[config.mk]
export PLATFORM = sky130hd
export DESIGN_NAME = serv_rf_ram_resp
export DESIGN_NICKNAME = d
export VERILOG_FILES = /design/src/rtl/serv_rf_pkg.sv /design/src/rtl/serv_rf_ram_array.sv /design/src/rtl/serv_rf_ram_resp.sv
export SDC_FILE = /design/constraint.sdc
export NUM_CORES = 2
export LEC_CHECK = 0
export ABC_AREA = 1
export ABC_CLOCK_PERIOD_IN_PS = 2900
export BUFFER_PORTS_ARGS = -buffer_cell sky130_fd_sc_hd__buf_2
export CAP_MARGIN = 10
export CORE_MARGIN = 10
export CORE_UTILIZATION = 45
export DETAILED_ROUTE_END_ITERATION = 6
export SLEW_MARGIN = 40
export SYNTH_ARGS = -nofsm -noshare
export SYNTH_HDL_FRONTEND = slang
export SYNTH_HIERARCHICAL = 1
export SYNTH_SLANG_ARGS = --single-unit
export TNS_END_PERCENT = 100
[constraint.sdc]
create_clock -name i_clk -period 2.9 [get_ports i_clk]
set_clock_uncertainty 0.05 [all_clocks]
set_input_delay 0.145 -clock i_clk [delete_from_list [all_inputs] [get_ports i_clk]]
set_output_delay 0.145 -clock i_clk [all_outputs]
set_load 0.02 [all_outputs]
[src/rtl/serv_rf_pkg.sv]
// Shared sizing helpers and clear-FSM state encoding for the SERV rf RAM responder.
package serv_rf_pkg;

   localparam logic ST_CLEAR = 1'b0;
   localparam logic ST_RUN   = 1'b1;

   function automatic int rf_depth(input int width, input int csr_regs);
      return 32 * (32 + csr_regs) / width;
   endfunction

   function automatic int rf_aw(input int width, input int csr_regs);
      return 5 + $clog2(32 + csr_regs) - $clog2(width);
   endfunction

endpackage

[src/rtl/serv_rf_ram_array.sv]
// 1W1R synchronous word array with registered read port; a same-address
// read and write in one cycle returns the previous contents.
module serv_rf_ram_array #(
   parameter int width = 8,
   parameter int depth = 144,
   parameter int aw    = 8
)(
   input  logic             i_clk,
   input  logic             i_we,
   input  logic [aw-1:0]    i_waddr,
   input  logic [width-1:0] i_wdata,
   input  logic             i_re,
   input  logic [aw-1:0]    i_raddr,
   output logic [width-1:0] o_rdata
);

   logic [width-1:0] mem [depth];

   // No reset so the array maps onto block RAM; callers only read in-range words.
   always_ff @(posedge i_clk) begin
      if (i_we)
         mem[i_waddr] <= i_wdata;
      if (i_re)
         o_rdata <= mem[i_raddr];
   end

endmodule

[src/rtl/serv_rf_ram_resp.sv]
// RAM-side responder for the SERV rf RAM interface: zero-fill after reset,
// one-cycle registered reads, and a debug port that borrows idle read cycles.
//
// state    | meaning
// ---------+-------------------------------------------------------------
// ST_CLEAR | writing 0 to word[clr_cnt]; user writes, reads, debug ignored
// ST_RUN   | normal operation; o_init_done high
module serv_rf_ram_resp
   import serv_rf_pkg::*;
#(
   parameter int width          = 8,
   parameter int csr_regs       = 4,
   parameter int depth          = rf_depth(width, csr_regs),
   parameter int aw             = rf_aw(width, csr_regs),
   parameter bit clear_on_reset = 1'b1
)(
   input  logic             i_clk,
   input  logic             i_rst,
   input  logic [aw-1:0]    i_waddr,
   input  logic [width-1:0] i_wdata,
   input  logic             i_wen,
   input  logic [aw-1:0]    i_raddr,
   input  logic             i_ren,
   output logic [width-1:0] o_rdata,
   output logic             o_init_done,
   input  logic             i_dbg_req,
   input  logic [aw-1:0]    i_dbg_addr,
   output logic             o_dbg_ack,
   output logic [width-1:0] o_dbg_data
);

   localparam logic [aw-1:0] LAST_ADDR = aw'(depth - 1);
   localparam logic          RST_STATE = clear_on_reset ? ST_CLEAR : ST_RUN;
   localparam int unsigned   DEPTH_U   = depth;

   logic             state;
   logic             next_state;
   logic [aw-1:0]    clr_cnt;

   logic             mem_we;
   logic [aw-1:0]    mem_waddr;
   logic [width-1:0] mem_wdata;
   logic             mem_re;
   logic [aw-1:0]    mem_raddr;
   logic [width-1:0] mem_rdata;
   logic             rd_zero;
   logic             dbg_issue;

   logic             user_vld_q;
   logic             dbg_vld_q;
   logic             rd_zero_q;
   logic             init_done_q;
   logic [width-1:0] rdata_hold_q;
   logic [width-1:0] dbg_hold_q;

   function automatic logic in_range(input logic [aw-1:0] addr);
      return 32'(addr) < DEPTH_U;
   endfunction

   always_ff @(posedge i_clk) begin
      if (i_rst) begin
         state   <= RST_STATE;
         clr_cnt <= '0;
      end else begin
         state <= next_state;
         if (state == ST_CLEAR)
            clr_cnt <= clr_cnt + aw'(1);
      end
   end

   always_comb begin
      next_state = state;
      if (state == ST_CLEAR && clr_cnt == LAST_ADDR)
         next_state = ST_RUN;
   end

   always_comb begin
      mem_we    = 1'b0;
      mem_waddr = i_waddr;
      mem_wdata = i_wdata;
      mem_raddr = i_raddr;
      mem_re    = 1'b0;
      rd_zero   = 1'b1;
      dbg_issue = 1'b0;
      if (state == ST_CLEAR) begin
         mem_we    = !i_rst;
         mem_waddr = clr_cnt;
         mem_wdata = '0;
      end else begin
         mem_we    = i_wen && in_range(i_waddr) && !i_rst;
         // Debug only gets the read port when the user leaves it idle and the
         // previous debug ack is not still in flight.
         dbg_issue = i_dbg_req && !i_ren && !dbg_vld_q;
         if (dbg_issue)
            mem_raddr = i_dbg_addr;
         rd_zero   = !in_range(mem_raddr);
         mem_re    = (i_ren || dbg_issue) && !rd_zero;
      end
   end

   serv_rf_ram_array #(
      .width (width),
      .depth (depth),
      .aw    (aw)
   ) u_array (
      .i_clk   (i_clk),
      .i_we    (mem_we),
      .i_waddr (mem_waddr),
      .i_wdata (mem_wdata),
      .i_re    (mem_re),
      .i_raddr (mem_raddr),
      .o_rdata (mem_rdata)
   );

   // The array output is shared, so each consumer keeps its own hold copy.
   always_ff @(posedge i_clk) begin
      if (i_rst) begin
         user_vld_q   <= 1'b0;
         dbg_vld_q    <= 1'b0;
         rd_zero_q    <= 1'b0;
         init_done_q  <= 1'b0;
         rdata_hold_q <= '0;
         dbg_hold_q   <= '0;
      end else begin
         user_vld_q   <= i_ren;
         dbg_vld_q    <= dbg_issue;
         rd_zero_q    <= rd_zero;
         init_done_q  <= (next_state == ST_RUN);
         rdata_hold_q <= o_rdata;
         dbg_hold_q   <= o_dbg_data;
      end
   end

   assign o_rdata     = user_vld_q ? (rd_zero_q ? '0 : mem_rdata) : rdata_hold_q;
   assign o_dbg_data  = dbg_vld_q  ? (rd_zero_q ? '0 : mem_rdata) : dbg_hold_q;
   assign o_dbg_ack   = dbg_vld_q;
   assign o_init_done = init_done_q;

endmodule

==> impl_metrics.py <==
metrics = {
    "setup_path": {
        "cp_slowest_cell": "dfxtp_2",
        "path_cells": "inv_8, nand2_4, nor2_8, nand3_1, nand2_4, buf_12, buf_12, buf_12, nand2_1, nand3_1, nand3_1, nand3_1, nand3_1, nand2_2, nand2_1, nand3_1, nand3_1, nand2_1",
        "cp_slowest_stage_delay_ns": 0.35,
        "critical_path.max_fanout": 18,
        "path_class": "flip-flop to flip-flop",
        "cp-end-kind": "flip-flop",
        "r2r_slack_ns": 0.03,
        "critPathLaunchType": "flip-flop",
        "path_common_cell": "nand3_1",
        "worstPathArrival_ns": 3.41,
        "crit_required_ns": 3.44,
    },
    "sta": {
        "slew_violations": 0,
        "hold_viol": 0,
        "rsz0062_at_grt": "yes",
        "finalCritPeriodShare": 0.989,
        "setup_viol": 0,
        "clock.fmax_ghz": 0.349,
        "slew_headroom": 0.436,
        "worst_pin_slew_ns": 0.845,
        "setup_tns_ns": 0,
        "fin_crit_ns": 2.87,
    },
    "power": {
        "peakVddDrop_mv": 0.572,
        "p_leak_nw": 21.2,
        "cellPowerDensity_mw_per_mm2": 627,
    },
    "job": {
        "maxCapViolCount": 0,
    },
    "finish": {
        "final_common_cell": "nand2_1",
        "num_antenna_cells": 0,
        "fin_nets": 4493,
        "mostFrequentLayoutCells": "nand2_1 (1191), edfxtp_1 (1160), nand3_1 (1014)",
        "multi_input_area_mm2": 0.0117,
        "regArea_mm2": 0.0354,
        "area_growth_syn_to_layout_pct": 16.5,
        "stdcell_count": 5956,
        "final_layout_size_suffix_gt1_frac": 0.140,
        "num-fill-cells": 9168,
    },
    "min_path": {
        "holdCritPathClass": "input pin to flip-flop",
    },
    "die": {
        "die_h_um": 350,
        "ios": 55,
        "rows": 120,
        "initial_core_util": 0.456,
        "die_w_um": 350,
        "core_area_mm2": 0.108,
        "die_area_mm2": 0.122,
    },
    "yosys": {
        "syn_nets": 4203,
        "synth_cells": 4165,
        "ys_seq_area_frac": 0.723,
        "ys_top_cells_by_area": "edfxtp_1 (71%), nand3_1 (10%), nand2_1 (9.3%), nor2_1 (2.0%), buf_6 (1.6%)",
        "yosys.area.top_type": "edfxtp_1",
        "netlist_area_mm2": 0.0490,
        "yosysUniqueCellTypes": 27,
        "synth_warnings": 6,
        "yosysTopAreaCellShare": 0.711,
        "ys_ff_latch": 1188,
        "avgSynthCellArea_um2": 11.8,
    },
    "detailed_routing": {
        "dr.pass1.iters": 7,
        "wl_per_cell_um": 22.6,
        "drcViolationCount": 10,
        "postRouteAntennaNets": 0,
        "routed_wl_um": 134000,
        "drt_iter0_markers": 3935,
        "drt-vias-per-instance": 5.52,
        "vias": 32870,
    },
    "global_route": {
        "use_met3": 0.0316,
        "met2_usage": 0.342,
        "grt_busiest_layer": "met2",
        "grt.total_usage": 0.214,
        "grt_pass1_vias": 31351,
        "grt_antenna_before_repair": 1,
        "use_met1": 0.301,
        "grt_pass1_wl_um": 199000,
        "grt_max_degree": 145,
        "gr-total-overflow": 0,
    },
    "place": {
        "place_inst": 5711,
        "place_hpwl_um": 81300,
        "io_buffers": 54,
        "gp_congestion": 0.925,
    },
    "clock_tree": {
        "clk_pin_slew_ns": 0.07,
        "clockBufferDepth": 3,
        "clkLatencyLatePin_ns": 0.72,
        "clock_sinks": 1188,
        "cts_tree": "done",
        "cts_buffers": 119,
        "ctsHtreeMaxLevel": 3,
        "clockRootBuffer": "clkbuf_16",
    },
    "outcome": {
        "status": "finished with violations",
        "failed_checks": "DRC",
    },
}
[what timing repair did]
item | 4_1_cts | 5_1_grt
buffers inserted | 0 | 7
pin swaps | 0 | 2
gates resized for setup | 9 | 26
setup endpoints to repair | 7 | 54
hold buffers | 11 | 0
hold endpoints to repair | 60 | 0
gates cloned | 2 | 6
[stage by stage]
step | area (µm²) | total power [mW] | setup WS (ns) | util | hold slack (ns)
floorplan | 49000 | 20.2 | 0.417 | - | 0.220
global placement | 52800 | 20.9 | -0.0922 | 0.491 | 0.409
detailed placement | 52800 | 20.9 | -0.0732 | 0.491 | 0.410
CTS | 56800 | 35.9 | -0.00509 | 0.528 | 0.00233
global route | 57100 | 36.8 | -0.0842 | 0.531 | 0.0516
finish | 57100 | 35.8 | 0.0306 | 0.531 | 0.0320
[power breakdown]
group / total [mW] / internal [mW] / switching [mW]
Combinational: 2.11 / 0.692 / 1.42
Sequential: 18.6 / 18.6 / 0.0103
Clock: 15.1 / 8.60 / 6.49
Total: 35.8 / 27.9 / 7.92
[per-layer routing]
metal  part of all wire  vias to the layer above
met5            0.00020                        -
li1                   -                    15323
met4              0.032                        4
met1               0.42                    15980
met2               0.47                     1322
met3              0.076                      241
[kinds of logic (layout without fill, tap and decap cells)]
kind of cell / after synthesis / count (layout) / synth area share
AND/OR/NAND/NOR: 2498 / 2498 / 0.218
AO/OA/AOI/OAI: 144 / 144 / 0.0174
adder cells (fa/ha/maj): 1 / 1 / 0.000255
buffers and inverters: 334 / 722 / 0.0416
flip-flops: 1188 / 1188 / 0.723
[synthesized netlist by cell type (all sizes together)]
master     n
edfxtp  1160
a21oi     23
inv       66
o211ai    11
nand4      2
nor2     261
clkbuf    54
ha         1
nand2   1213
o221ai    21
buf      214
o22ai     11
dfxtp     28
o21ai     78
nand3   1022
[state kept, by name, indices dropped and copies added (netlist names)]
name             flops
clr_cnt              8
dbg_hold_q           8
o_dbg_ack            1
o_init_done          1
rd_zero_q            1
rdata_hold_q         8
u_array/mem       1152
u_array/o_rdata      8
user_vld_q           1
[critical path, delay by kind of cell, from the launching register on]
| family | cells | cell delay, ns |
|---|---|---|
| AND/OR/NAND/NOR | 14 | 1.69 |
| buffers and inverters | 4 | 0.62 |
| flip-flops | 1 | 0.35 |
[final cells by class]
type	instances	area share
clock inverters	83	0.0128
inverters	66	0.00581
repair buffers	436	0.0723
well taps	1403	0.0308
repair inverters	1	0.000197
multi-input cells	2643	0.204
flip-flops and latches	1188	0.620
clock buffers	136	0.0537
[final timing paths]
kind,endpoint,cells past startpoint,start
worst max-delay path,u_array/o_rdata[2],18,o_dbg_ack
worst min-delay path,u_array/o_rdata[4],4,i_ren
worst max register to register,u_array/o_rdata[2],18,o_dbg_ack
worst min register to register,rdata_hold_q[3],2,rdata_hold_q[3]
No activity file was read; power rests on OpenSTA's default activity.
